<file path="config.mk">
export PLATFORM = sky130hd
export DESIGN_NAME = spi_ram_ctrl
export DESIGN_NICKNAME = d
export VERILOG_FILES = /design/src/rtl/spi_ram_ctrl.sv
export SDC_FILE = /design/constraint.sdc
export NUM_CORES = 2
export LEC_CHECK = 0
export BUFFER_PORTS_ARGS = -buffer_cell sky130_fd_sc_hd__buf_2
export CORE_UTILIZATION = 35
export DETAILED_ROUTE_END_ITERATION = 16
export PLACE_DENSITY_LB_ADDON = 0.05
export SLEW_MARGIN = 5
export SYNTH_ARGS = -nofsm -noshare
export SYNTH_HDL_FRONTEND = slang
export SYNTH_SLANG_ARGS = --single-unit
</file>
<file path="constraint.sdc">
create_clock -name clk -period 3.29 [get_ports clk]
set_input_delay 0.329 -clock clk [delete_from_list [all_inputs] [get_ports clk]]
set_output_delay 0.329 -clock clk [all_outputs]
set_load 0.01 [all_outputs]
</file>
<file path="src/rtl/spi_ram_ctrl.sv">
// Command decoder and byte-wide RAM controller behind the SPI slave.
// Decodes 10-bit {opcode, payload} words into pointer loads, RAM writes and RAM reads.
module spi_ram_ctrl #(
  parameter int unsigned MEM_DEPTH = 256
) (
  input  logic       clk,
  input  logic       rst_n,
  input  logic [9:0] rx_data,
  input  logic       rx_valid,
  output logic [7:0] tx_data,
  output logic       tx_valid,
  output logic       cmd_err
);

  localparam int unsigned AW      = (MEM_DEPTH > 1) ? $clog2(MEM_DEPTH) : 1;
  localparam logic [7:0]  PTR_MAX = 8'(MEM_DEPTH - 1);
  localparam logic [8:0]  DEPTH9  = 9'(MEM_DEPTH);

  typedef enum logic [1:0] {
    OP_WR_ADDR = 2'b00,
    OP_WR_DATA = 2'b01,
    OP_RD_ADDR = 2'b10,
    OP_RD_DATA = 2'b11
  } opcode_e;

  typedef enum logic {
    UNARMED = 1'b0,
    ARMED   = 1'b1
  } arm_e;

  logic [7:0] mem [MEM_DEPTH];

  arm_e       wr_arm_q, wr_arm_d;
  arm_e       rd_arm_q, rd_arm_d;
  logic [7:0] wr_ptr_q, wr_ptr_d;
  logic [7:0] rd_ptr_q, rd_ptr_d;
  logic [7:0] tx_data_q, tx_data_d;
  logic       tx_valid_q, tx_valid_d;
  logic       cmd_err_q, cmd_err_d;

  opcode_e    op;
  logic [7:0] payload;
  logic       payload_ok;
  logic       mem_we;

  function automatic logic [7:0] ptr_inc(input logic [7:0] p);
    return (p == PTR_MAX) ? 8'h00 : p + 8'd1;
  endfunction

  always_comb begin
    op         = opcode_e'(rx_data[9:8]);
    payload    = rx_data[7:0];
    payload_ok = ({1'b0, payload} < DEPTH9);
    wr_arm_d   = wr_arm_q;
    rd_arm_d   = rd_arm_q;
    wr_ptr_d   = wr_ptr_q;
    rd_ptr_d   = rd_ptr_q;
    tx_data_d  = tx_data_q;
    tx_valid_d = 1'b0;
    cmd_err_d  = 1'b0;
    mem_we     = 1'b0;
    if (rx_valid) begin
      unique case (op)
        OP_WR_ADDR: begin
          if (payload_ok) begin
            wr_ptr_d = payload;
            wr_arm_d = ARMED;
          end else begin
            cmd_err_d = 1'b1;
          end
        end
        OP_WR_DATA: begin
          if (wr_arm_q == ARMED) begin
            mem_we   = 1'b1;
            wr_ptr_d = ptr_inc(wr_ptr_q);
          end else begin
            cmd_err_d = 1'b1;
          end
        end
        OP_RD_ADDR: begin
          if (payload_ok) begin
            rd_ptr_d = payload;
            rd_arm_d = ARMED;
          end else begin
            cmd_err_d = 1'b1;
          end
        end
        OP_RD_DATA: begin
          if (rd_arm_q == ARMED) begin
            tx_data_d  = mem[rd_ptr_q[AW-1:0]];
            tx_valid_d = 1'b1;
            rd_ptr_d   = ptr_inc(rd_ptr_q);
          end else begin
            cmd_err_d = 1'b1;
          end
        end
        default: ;
      endcase
    end
  end

  // RAM contents survive reset, so the array sits outside the reset domain.
  always_ff @(posedge clk) begin
    if (mem_we) mem[wr_ptr_q[AW-1:0]] <= payload;
  end

  always_ff @(posedge clk or negedge rst_n) begin
    if (!rst_n) begin
      wr_arm_q   <= UNARMED;
      rd_arm_q   <= UNARMED;
      wr_ptr_q   <= '0;
      rd_ptr_q   <= '0;
      tx_data_q  <= '0;
      tx_valid_q <= 1'b0;
      cmd_err_q  <= 1'b0;
    end else begin
      wr_arm_q   <= wr_arm_d;
      rd_arm_q   <= rd_arm_d;
      wr_ptr_q   <= wr_ptr_d;
      rd_ptr_q   <= rd_ptr_d;
      tx_data_q  <= tx_data_d;
      tx_valid_q <= tx_valid_d;
      cmd_err_q  <= cmd_err_d;
    end
  end

  assign tx_data  = tx_data_q;
  assign tx_valid = tx_valid_q;
  assign cmd_err  = cmd_err_q;

endmodule

</file>
==> impl_metrics.csv <==
group,metric,value,unit
status,outcome,"complete, but fails checks",
status,violations,"negative setup slack",
hold_path,worstHoldPathCells,1,
sta,timing.final.ws_setup,-89.4,ps
synthesis,synthDistinctLibCells,57,
worst_setup_path,reg2regPathDepth,8,
pwr,ir_worst_vdd,0.501,mV
synthesis,synthCells,4095,
detailed_routing,postRouteWirelength,237000,µm
synthesis,yosys-top-cells-area,"edfxtp_1 75%, mux4_2 10%, mux2i_1 4.3%",
place,finalWeightedCongestion,0.781,
pwr,p_total,62.7,mW
worst_setup_path,r2r_end,"tx_data[3]",
finish,drive_gt1_share,26.5,%
pwr,power.density,654,nW/µm²
hold_path,hold_start,"rx_data[0]",
sta,timing.fmax,0.296,GHz
synthesis,synth_top_cell_area_share,75.4,%
floorplanning,rows,176,
sta,hold_viol_final,0,
synthesis,ys_warn_count,0,
synthesis,synthTopCellsByCount,"2048 x edfxtp_1, 361 x mux4_2, 350 x mux2i_1",
grt,grt_usage,20.2,%
sta,drv_slew,0,
cts,clockRootBuffer,"clkbuf_16",
worst_setup_path,worstPathRequired,4050,ps
cts,numCtsBuffers,227,
sta,fin_crit_sh,103,%
cts,cts_tree,"done",
floorplanning,core,231000,µm²
grt,antenna_found_initial,11,
detailed_routing,vias,41232,
detailed_routing,drtPass1Iterations,5,
worst_setup_path,worst_ep_arrival_time,4140,ps
floorplanning,start_util,35.3,%
synthesis,yosysTopAreaCell,"edfxtp_1",
sta,relSlewSlack,25.0,%
worst_setup_path,r2r-start,"rd_arm_q",
hold_path,min_path_type,"input pin to flip-flop",
hold_path,hold_end,"mem[186][0]",
detailed_routing,drc,0,
finish,nets,4651,
synthesis,synth-edff-count,2048,
detailed_routing,antenna_left,0,
place,port_buffers,22,
place,dp_slack,-166,ps
cts,worstSkewPairLatency,860,ps
sta,tns,-89.4,ps
sta,period_needed,3380,ps
grt,grt_pass1_vias,42854,
grt,grt_pass1_wl,335000,µm
detailed_routing,drtIter0Drc,3591,
grt,grt_max_degree,104,
grt,grt-ovfl-total,0,
synthesis,syn_nets,4113,
detailed_routing,avgRoutedWirePerCell,30.3,µm
worst_setup_path,startpoint,"rd_arm_q",
synthesis,yosysMostFrequentCell,"edfxtp_1",
synthesis,syn_avg_cell_area,19.9,µm²
cts,htreeDepth,4,
floorplanning,die_area,235000,µm²
synthesis,ys.flop_type,"edfxtp_1",
job,maxCapViolations,0,
cts,clock_path_buffers,3,
cts,cts_num_sinks,2076,
synthesis,yosysSeqAreaShare,76.3,%
synthesis,syn_area,81600,µm²
worst_setup_path,r2r_slack,-90,ps
floorplanning,ioPinCount,23,
detailed_routing,vias_per_cell,5.26,
pwr,p_leak,30.6,nW
sta,setup_violations,1,
worst_setup_path,crit_type,"flip-flop to flip-flop",
finish,syn2layout_area_growth,17.5,%
place,dpl.hpwl,150000,µm
cts,cts.clk_slew.worst_paths,60,ps
synthesis,ys_ff_latch,2076,
floorplanning,chipWidth,485,µm
synthesis,async_flop_share,1.35,%
sta,grt_setup_unrepaired,"false",
sta,worst_pin_slew,1110,ps
floorplanning,die_h,485,µm
sta,skew,41.0,ps
worst_setup_path,critPathLaunchType,"flip-flop",
worst_setup_path,path_max_fanout,5,
worst_setup_path,worstSetupEndpointType,"flip-flop",
## power by group
part	internal (mW)	switching [mW]	total (mW)
clock	13.7	10.4	24.2
sequential	29.2	0.283	29.5
combinational	3.67	5.39	9.06
total	46.6	16.1	62.7
## sequential cells by signal, summed over array words and instances (netlist names)
name / flops
tx_data: 8
wr_ptr_q: 8
rd_arm_q: 1
wr_arm_q: 1
mem: 2048
rd_ptr_q: 8
tx_valid: 1
cmd_err: 1
## area by class of cell
cell class | instances | area, µm²
antenna | 3 | 7.51
clock buffer | 287 | 6050
clock inverter | 118 | 902
fill | 20529 | 135000
inverter | 8 | 31.3
multi-input combinational | 1756 | 17900
sequential | 2076 | 62200
tap | 3026 | 3790
timing repair buffer | 564 | 4990
## per-stage QoR
stage	hold slack [ps]	util [%]	area (µm²)	instances
after floorplan	33.4	-	81600	4095
after global placement	367	38.4	88700	7413
after detailed placement	369	38.4	88700	7413
after CTS	13.7	41.5	95800	7834
after global routing	22.3	41.5	95800	7836
final	51.8	41.5	95800	7838
## cell usage in the layout, fill, tap and decap left out, types with 6 or more instances in the layout
master	instances
o22ai_1	87
nor3_1	23
a211oi_1	28
clkinv_2	35
inv_1	6
nand4_1	44
bufinv_16	11
buf_12	56
dlygate4sd3_1	12
nor4_1	8
o221ai_1	39
nand3_1	44
mux2_2	15
nand2_1	99
a2111oi_0	9
o211ai_1	10
nor2b_1	17
nand3_2	12
dfrtp_1	23
clkbuf_1	50
a221oi_1	8
edfxtp_1	2048
o21ai_0	29
buf_8	8
a21oi_1	22
clkbuf_8	6
a22oi_1	107
clkbuf_16	231
nor2_1	300
buf_4	473
mux2i_1	350
clkinv_1	59
a31oi_1	26
mux4_2	361
and2_1	51
buf_2	14
## routing by layer
layer,GRT usage [%],wire length [µm]
met5,0,12
met4,4.99,5320
met3,3.39,10500
met2,32.9,115000
met1,28.2,107000
## worst max-delay path, cell delays in order (launching register included)
cell	delay (ps)
dfrtp_1	400
nand4_1	150
dlygate4sd3_1	590
inv_1	80
nand2_1	250
buf_4	260
nor4_1	870
nand4_1	390
o221ai_1	280
## how the worst max path moves through the flow
stage | end | slack, ps | depth (start not counted)
floorplan | mem[235][0] | 800 | 8
global placement | tx_data[1] | -260 | 7
detailed placement | tx_data[1] | -170 | 9
CTS | tx_data[3] | 4 | 8
global route | tx_data[4] | 7 | 9
finish | tx_data[3] | -90 | 8
## what timing repair did
action,4_1_cts,5_1_grt
hold buffers,12,1
gates resized for setup,5,4
hold endpoints to repair,121,3
buffers inserted,4,0
setup endpoints to repair,5,3
## logic make-up (layout without fill, tap and decap cells)
| logic type | Yosys count | count (layout) | synth area share (%) |
|---|---|---|---|
| DFF | 2076 | 2076 | 76.3 |
| muxes | 731 | 731 | 14.6 |
| and+or+nand+nor | 636 | 636 | 3.67 |
| AOI/OAI and AO/OA | 384 | 384 | 3.33 |
| buffers and inverters | 263 | 977 | 2.03 |
| adders and majority gates | 5 | 5 | 0.0767 |
| other | 0 | 3 | 0 |
No activity file was read; power rests on OpenSTA's default activity.
